### config.mk
export PLATFORM = sky130hd
export DESIGN_NAME = pattern_field_packer
export DESIGN_NICKNAME = d
export VERILOG_FILES = /design/src/rtl/pattern_field_packer.sv
export SDC_FILE = /design/constraint.sdc
export NUM_CORES = 1
export LEC_CHECK = 0
export ABC_AREA = 0
export CORE_MARGIN = 3
export CORE_UTILIZATION = 30
export DETAILED_ROUTE_END_ITERATION = 16
export PLACE_DENSITY = 0.45
export SETUP_SLACK_MARGIN = 0.5
export SKIP_CTS_REPAIR_TIMING = 1
export SLEW_MARGIN = 20
export SYNTH_ARGS = -nofsm -noshare
export SYNTH_HDL_FRONTEND = slang
export SYNTH_SLANG_ARGS = --single-unit
export TNS_END_PERCENT = 10
### constraint.sdc
create_clock -name clk -period 14.79 [get_ports clk]
set_clock_uncertainty 0.15 [all_clocks]
set_input_delay 4.437 -clock clk [delete_from_list [all_inputs] [get_ports clk]]
set_output_delay 4.437 -clock clk [all_outputs]
set_load 0.02 [all_outputs]
### src/rtl/pattern_field_packer.sv
// Packs fixed-width extracted fields LSB-first into WORD_W-bit words.
// Packets end with a zero-padded, out_last-flagged partial or full word.
module pattern_field_packer #(
  parameter logic [255:0] PATTERN = 256'("whatever"),
  parameter int WORD_W = 64,
  localparam int FIELD_W = $countones(PATTERN),
  localparam int BITS_W = $clog2(WORD_W + 1)
) (
  input  logic               clk,
  input  logic               rst,
  input  logic               in_valid,
  output logic               in_ready,
  input  logic [FIELD_W-1:0] in_data,
  input  logic               in_last,
  output logic               out_valid,
  input  logic               out_ready,
  output logic [WORD_W-1:0]  out_data,
  output logic [BITS_W-1:0]  out_bits,
  output logic               out_last
);

  localparam int ACC_W  = 2 * WORD_W;
  localparam int FILL_W = $clog2(ACC_W + 1);

  localparam logic [FILL_W-1:0] C_WORD  = FILL_W'(WORD_W);
  localparam logic [FILL_W-1:0] C_FIELD = FILL_W'(FIELD_W);
  localparam logic [FILL_W-1:0] C_RMAX  = FILL_W'(ACC_W - FIELD_W);

  if (FIELD_W < 1 || FIELD_W > WORD_W) begin : g_bad_cfg
    $error("pattern_field_packer: FIELD_W must be 1..WORD_W");
  end

  typedef enum logic {
    RUN   = 1'b0,
    FLUSH = 1'b1
  } state_t;

  state_t              r_state;
  state_t              w_state_nxt;
  logic [ACC_W-1:0]    r_acc;
  logic [ACC_W-1:0]    w_acc_nxt;
  logic [ACC_W-1:0]    w_shift;
  logic [FILL_W-1:0]   r_fill;
  logic [FILL_W-1:0]   w_fill_nxt;
  logic [FILL_W-1:0]   w_emit;
  logic [FILL_W-1:0]   w_rem;
  logic                w_accept;
  logic                w_load;
  logic                w_last_word;
  logic                r_out_valid;
  logic [WORD_W-1:0]   r_out_data;
  logic [BITS_W-1:0]   r_out_bits;
  logic                r_out_last;

  assign in_ready  = (r_state == RUN) && (r_fill <= C_RMAX);
  assign w_accept  = in_valid && in_ready;
  assign w_load    = (!r_out_valid || out_ready) &&
                     ((r_fill >= C_WORD) ||
                      ((r_state == FLUSH) && (r_fill != '0)));

  assign out_valid = r_out_valid;
  assign out_data  = r_out_data;
  assign out_bits  = r_out_bits;
  assign out_last  = r_out_last;

  // Next accumulator/fill after emitting a word and appending a field.
  always_comb begin
    w_state_nxt = r_state;
    w_emit      = '0;
    w_last_word = 1'b0;
    if (w_load) begin
      w_emit      = (r_fill >= C_WORD) ? C_WORD : r_fill;
      w_last_word = (r_state == FLUSH) && (r_fill == w_emit);
    end
    w_shift    = r_acc >> w_emit;
    w_rem      = r_fill - w_emit;
    w_acc_nxt  = w_shift;
    w_fill_nxt = w_rem;
    if (w_accept) begin
      w_acc_nxt  = w_shift | (ACC_W'(in_data) << w_rem);
      w_fill_nxt = w_rem + C_FIELD;
    end
    unique case (r_state)
      RUN:   if (w_accept && in_last) w_state_nxt = FLUSH;
      FLUSH: if (r_out_valid && out_ready && r_out_last) w_state_nxt = RUN;
    endcase
  end

  // State, accumulator and fill count registers.
  always_ff @(posedge clk or posedge rst) begin
    if (rst) begin
      r_state <= RUN;
      r_acc   <= '0;
      r_fill  <= '0;
    end else begin
      r_state <= w_state_nxt;
      r_acc   <= w_acc_nxt;
      r_fill  <= w_fill_nxt;
    end
  end

  // Output word register; holds while downstream stalls.
  always_ff @(posedge clk or posedge rst) begin
    if (rst) begin
      r_out_valid <= 1'b0;
      r_out_data  <= '0;
      r_out_bits  <= '0;
      r_out_last  <= 1'b0;
    end else if (w_load) begin
      r_out_valid <= 1'b1;
      r_out_data  <= r_acc[WORD_W-1:0];
      r_out_bits  <= BITS_W'(w_emit);
      r_out_last  <= w_last_word;
    end else if (out_ready) begin
      r_out_valid <= 1'b0;
    end
  end

endmodule

* Yosys cells after proc, flatten, opt, wreduce, memory -nomap -nowiden
Cells that the tools add are included.
Operators by class: add/subtract/negate cells 2, multipliers 0, divide/modulo/power cells 0, $lt $le $gt $ge 2, eq/ne operators 1, shifts and indexed selects 2, muxes and demuxes 9, bitwise gates (word level) 2, reductions and logical operators 13
Operators by type and width (count):
- $mux 128 | 1
- $or 128x128->128 | 1
- $shl 33x8->128 | 1
- $shr 128x8->128 | 1
- $mux 8 | 3
- $add 8x6->8 const B | 1
- $eq 8x8->1 | 1
- $ge 8x7->1 const B | 1
- $le 8x7->1 const B | 1
- $logic_and 1x1->1 | 8
- $reduce_bool 8->1 | 1
- $sub 8x8->8 | 1
- $mux 1 | 4
- $logic_or 1x1->1 | 2
- $pmux 1 s2 | 1
- $reduce_bool 2->1 | 1
- $logic_not 1->1 | 1
- $not 1->1 | 1
Word-level totals: register bits after elaboration 210, bits in latches 0, RAM bits 0, ROM bits 0, input port bits 38, output and inout bits 74, word-level logic and storage cells 38, memories kept 0

* Depth between registers and ports, before layout
depth in word-level cells 9, depth in mapped cells 20, mapped depth without buffers 14

* Least setup slack after synthesis
OpenSTA, ideal clock, no wires.
kind input -> register, start point input out_ready, end point register r_acc[90], setup time 0.126 ns, arrival 8.517 ns, required time 14.514 ns, setup slack 5.997 ns, stages 16, path buffers 6, cell sequence and2b_1 > buf_2 > nor4_2 > inv_2 > clkbuf_1 > buf_1 > clkbuf_1 > ha_1 > xnor2_1 > clkbuf_1 > clkbuf_1 > mux2i_1 > mux2i_1 > mux2i_1 > o32ai_1 > a221o_1
Between the ends: word-level cells in the longest chain between the ends 7, elaborated cells on any way between the ends 8, classes of those cells 1 x add/sub; 2 x shift; 2 x mux; 1 x bitwise; 2 x reduce/logical
RTL lines:
- start, declared | RTL line 16 | input logic out_ready,
- $logic_or 1x1->1 * | RTL line 57 | assign w_load = (!r_out_valid || out_ready) &&
- $logic_and 1x1->1 * | RTL line 57
- $mux 8 * | RTL line 71 | if (w_load) begin
- $sub 8x8->8 | RTL line 76 | w_rem = r_fill - w_emit;
- $shl 33x8->128 | RTL line 80 | w_acc_nxt = w_shift | (ACC_W'(in_data) << w_rem);
- $or 128x128->128 | RTL line 80
- $mux 128 * | RTL line 79 | if (w_accept) begin
- via w_acc_nxt[90] | RTL line 41 | logic [ACC_W-1:0] w_acc_nxt;
- end signal, assigned | RTL line 97 | r_acc <= w_acc_nxt;
- end, declared | RTL line 40 | logic [ACC_W-1:0] r_acc;
The timed path passes the listed nets; every way through them passes the cells marked *. A chain may end at the register's enable or synchronous reset.

* Final worst setup path
start point input out_ready, end point register r_acc[7]
The elaborated chain is that of the path after synthesis.

==> impl_metrics.yaml <==
floorplan:
  io-pin-count: 112
  die_width_um: 280
  die_h_um: 280
  core.rowCount: 99
  die_ar_sq_um: 78300
  initial_utilization_pct: 30.6
  core_sq_um: 73600
setup_path:
  worstSetupPathType: "input pin to flip-flop"
  cpMostUsedCell: "sky130_fd_sc_hd__buf_4"
  reg2reg_from: "r_fill[6]$_DFF_PP0_"
  max_stage_delay_ns: 0.63
  timing.critical_path.fanout_max: 50
  endpoint_kind: "flip-flop"
  r2r_end: "r_acc[7]$_DFF_PP0_"
  worst_ep_required_time_ns: 15.21
  path_cells: "clkdlybuf4s50_1, and2b_2, buf_4, nor3_4, buf_4, and2_2, buf_4, inv_1, ha_1, nor2b_1, a221o_1, a211oi_2, o311ai_2, buf_4, nor3_2, nand2_1, nor2_1, a31o_2"
  worst-endpoint-arrival_ns: 10.65
  cpMaxStageDelayCell: "sky130_fd_sc_hd__a211oi_2"
  crit_path_start_kind: "input pin"
  setup.reg_to_reg.worst_slack_ns: 8.21
  timing.reg2reg.worst_path_depth: 17
synthesis:
  synth_edf_count: 0
  syn-cell-area_sq_um: 22500
  synth-main-ff-cell: "sky130_fd_sc_hd__dfrtp_1"
  synth_sequential_area_ratio_pct: 23.4
  post_synth_inst_count: 2938
  count_of_warnings_emitted_by_yosys: 0
  synthDistinctLibCells: 88
  synth_area_per_cell_sq_um: 7.66
  share_of_synthesized_flip_flops_with_an_asynchronous_set_or_reset_pct: 100
  ys_ff_latch: 210
  synth_nets: 2987
cts:
  clock_tree_root_driver_cell: "sky130_fd_sc_hd__clkbuf_16"
  cts_tree: "done"
  cts.clk_slew.worst_paths_ns: 0.06
  cts_inserted_buffers: 31
  htree_levels: 1
  clock_sink_count: 210
  cts-root-to-sink-buffers: 3
  latest_clock_arrival_within_the_worst_skew_pair_ns: 0.64
global_route:
  grt_pass1_wl_um: 212000
  gr-usage-all-layers_pct: 38.3
  gr-total-overflow: 0
  grt_pass1_vias: 24900
  antenna_violations_before_repair: 13
  maximum_number_of_pins_on_one_net_before_global_route_repair: 116
timing:
  report.final.slew_viol_count: 0
  finalSetupViolations: 0
  rsz_0062_raised_after_global_routing: "false"
  timing.final.crit_period_ns: 10.23
  fmax_mhz: 97.8
  fin_crit_sh_pct: 69.2
  worst-slew-pin-transition_ns: 1.24
  slew-limit-headroom_pct: 15.0
  finalHoldViolations: 0
  timing.setup.tns_ns: 0
detailed_routing:
  postRouteWirelength_um: 156000
  vias_per_cell: 6.95
  dr_total_vias: 26800
  antenna_left: 0
  drt_first_pass_iters: 6
  drt-wirelength-per-cell_um: 40.3
  remaining_drc_errors: 0
  dr.first_iter.drc_count: 4424
placement:
  numPortBuffers: 111
  postPlaceCellArea_sq_um: 24500
  finalWeightedCongestion: 1.04
  dp_cells: 3796
  place.detailed.hpwl_um: 117000
job:
  max-cap-violations: 0
finish:
  fin_cells: 3855
  final_area_sq_um: 25600
  fin_nets: 2920
  area_delta_synth_final_pct: 13.7
  final.fill_count: 7865
  post_route_cells_drive_above_1_share_pct: 11.1
run_status:
  run_status: "complete, no violations"
min_path:
  worstHoldPathType: "flip-flop to flip-flop"
  min_delay_path_depth: 2
  hp_start: "out_data[26]$_DFFE_PP0P_"
  min_to: "out_data[26]$_DFFE_PP0P_"
-- state kept, by name, indices dropped and copies added (netlist names) --
register / count
out_bits: 7
out_data: 64
out_last: 1
out_valid: 1
r_acc: 128
r_fill: 8
r_state: 1
-- cell type report --
class                      count  area (sq um)  area share, %
antenna                        3          7.51         0.0294
clock buffer                  42           877           3.43
clock inverter                13           184          0.719
inverter                      37           151          0.592
multi-input combinational   2379         15900           62.4
sequential                   210          5270           20.6
tap                          959          1200           4.69
timing repair buffer         212          1940           7.58
-- cell families after synthesis --
| kind of cell | share of synthesized area (%) |
|---|---|
| adder cells (fa/ha/maj) | 0.645 |
| XOR/XNOR | 0.428 |
| buffers and inverters | 6.38 |
| multiplexers | 16.6 |
| AO/OA/AOI/OAI | 30.1 |
| flip-flops | 23.4 |
| AND/OR/NAND/NOR | 22.5 |
-- per-stage QoR --
stage / worst slack [ns] / hold WS, ns / util (%)
after floorplan: 4.47 / 0.289 / -
after global routing: 4.38 / 0.342 / 34.8
final: 4.56 / 0.321 / 34.8
after global placement: 4.24 / 0.310 / 33.3
after detailed placement: 4.24 / 0.312 / 33.3
after CTS: 4.83 / 0.327 / 34.7
-- worst max path at each step --
stage                                   end       from
finish                   r_acc[7]$_DFF_PP0_  out_ready
CTS                     r_acc[87]$_DFF_PP0_  out_ready
global placement         r_acc[7]$_DFF_PP0_  out_ready
floorplan           out_bits[0]$_DFFE_PP0P_        rst
global route            r_acc[87]$_DFF_PP0_  out_ready
detailed placement       r_acc[7]$_DFF_PP0_  out_ready
-- worst max-delay path: cells and delay by family --
family                     cells  cell delay, ns
buffers and inverters          6            2.16
and+or+nand+nor                7            2.09
AOI/OAI and AO/OA              4            1.41
adders and majority gates      1            0.40
-- cells in the final DEF, fill, tap and decap left out, types with 28 or more instances in the layout --
cell type,netlist,layout
sky130_fd_sc_hd__a211oi_1,29,28
sky130_fd_sc_hd__a21oi_1,119,119
sky130_fd_sc_hd__a22oi_1,48,48
sky130_fd_sc_hd__a31oi_1,80,80
sky130_fd_sc_hd__a41oi_1,30,30
sky130_fd_sc_hd__buf_4,0,96
sky130_fd_sc_hd__clkbuf_16,0,31
sky130_fd_sc_hd__clkdlybuf4s50_1,0,111
sky130_fd_sc_hd__dfrtp_1,210,205
sky130_fd_sc_hd__inv_1,33,32
sky130_fd_sc_hd__mux2_2,60,60
sky130_fd_sc_hd__mux2i_1,251,251
sky130_fd_sc_hd__nand2_1,413,410
sky130_fd_sc_hd__nand3_1,43,43
sky130_fd_sc_hd__nand4_1,86,86
sky130_fd_sc_hd__nor2_1,303,298
sky130_fd_sc_hd__nor2b_1,34,34
sky130_fd_sc_hd__nor3_1,36,35
sky130_fd_sc_hd__nor4b_1,62,62
sky130_fd_sc_hd__o211ai_1,38,38
sky130_fd_sc_hd__o21ai_0,136,135
sky130_fd_sc_hd__o221ai_1,101,100
sky130_fd_sc_hd__o22ai_1,131,131
-- cells in the mapped netlist (60+ instances only) --
| cell | instances | area (sq um) |
|---|---|---|
| sky130_fd_sc_hd__nand4_1 | 86 | 538 |
| sky130_fd_sc_hd__nor4b_1 | 62 | 543 |
| sky130_fd_sc_hd__mux2i_1 | 251 | 2510 |
| sky130_fd_sc_hd__buf_2 | 99 | 495 |
| sky130_fd_sc_hd__o221ai_1 | 101 | 885 |
| sky130_fd_sc_hd__dfrtp_1 | 210 | 5260 |
| sky130_fd_sc_hd__mux2_2 | 60 | 676 |
| sky130_fd_sc_hd__nand2_1 | 413 | 1550 |
| sky130_fd_sc_hd__nor2_1 | 303 | 1140 |
| sky130_fd_sc_hd__a31oi_1 | 80 | 500 |
| sky130_fd_sc_hd__o22ai_1 | 131 | 820 |
| sky130_fd_sc_hd__o21ai_0 | 136 | 681 |
| sky130_fd_sc_hd__a21oi_1 | 119 | 596 |
| sky130_fd_sc_hd__clkbuf_1 | 170 | 638 |
-- layer usage --
layer / global-route usage [%] / vias up / routed length, um
li1: - / 11200 / -
met1: 51.5 / 13500 / 64400
met2: 58.1 / 1772 / 67100
met3: 8.96 / 334 / 15300
met4: 17.5 / 4 / 8740
met5: 0 / - / 21
Power is left out: the tool's default activity adds up to more than one toggle a clock period on the data nets, which glitch-free logic cannot reach.
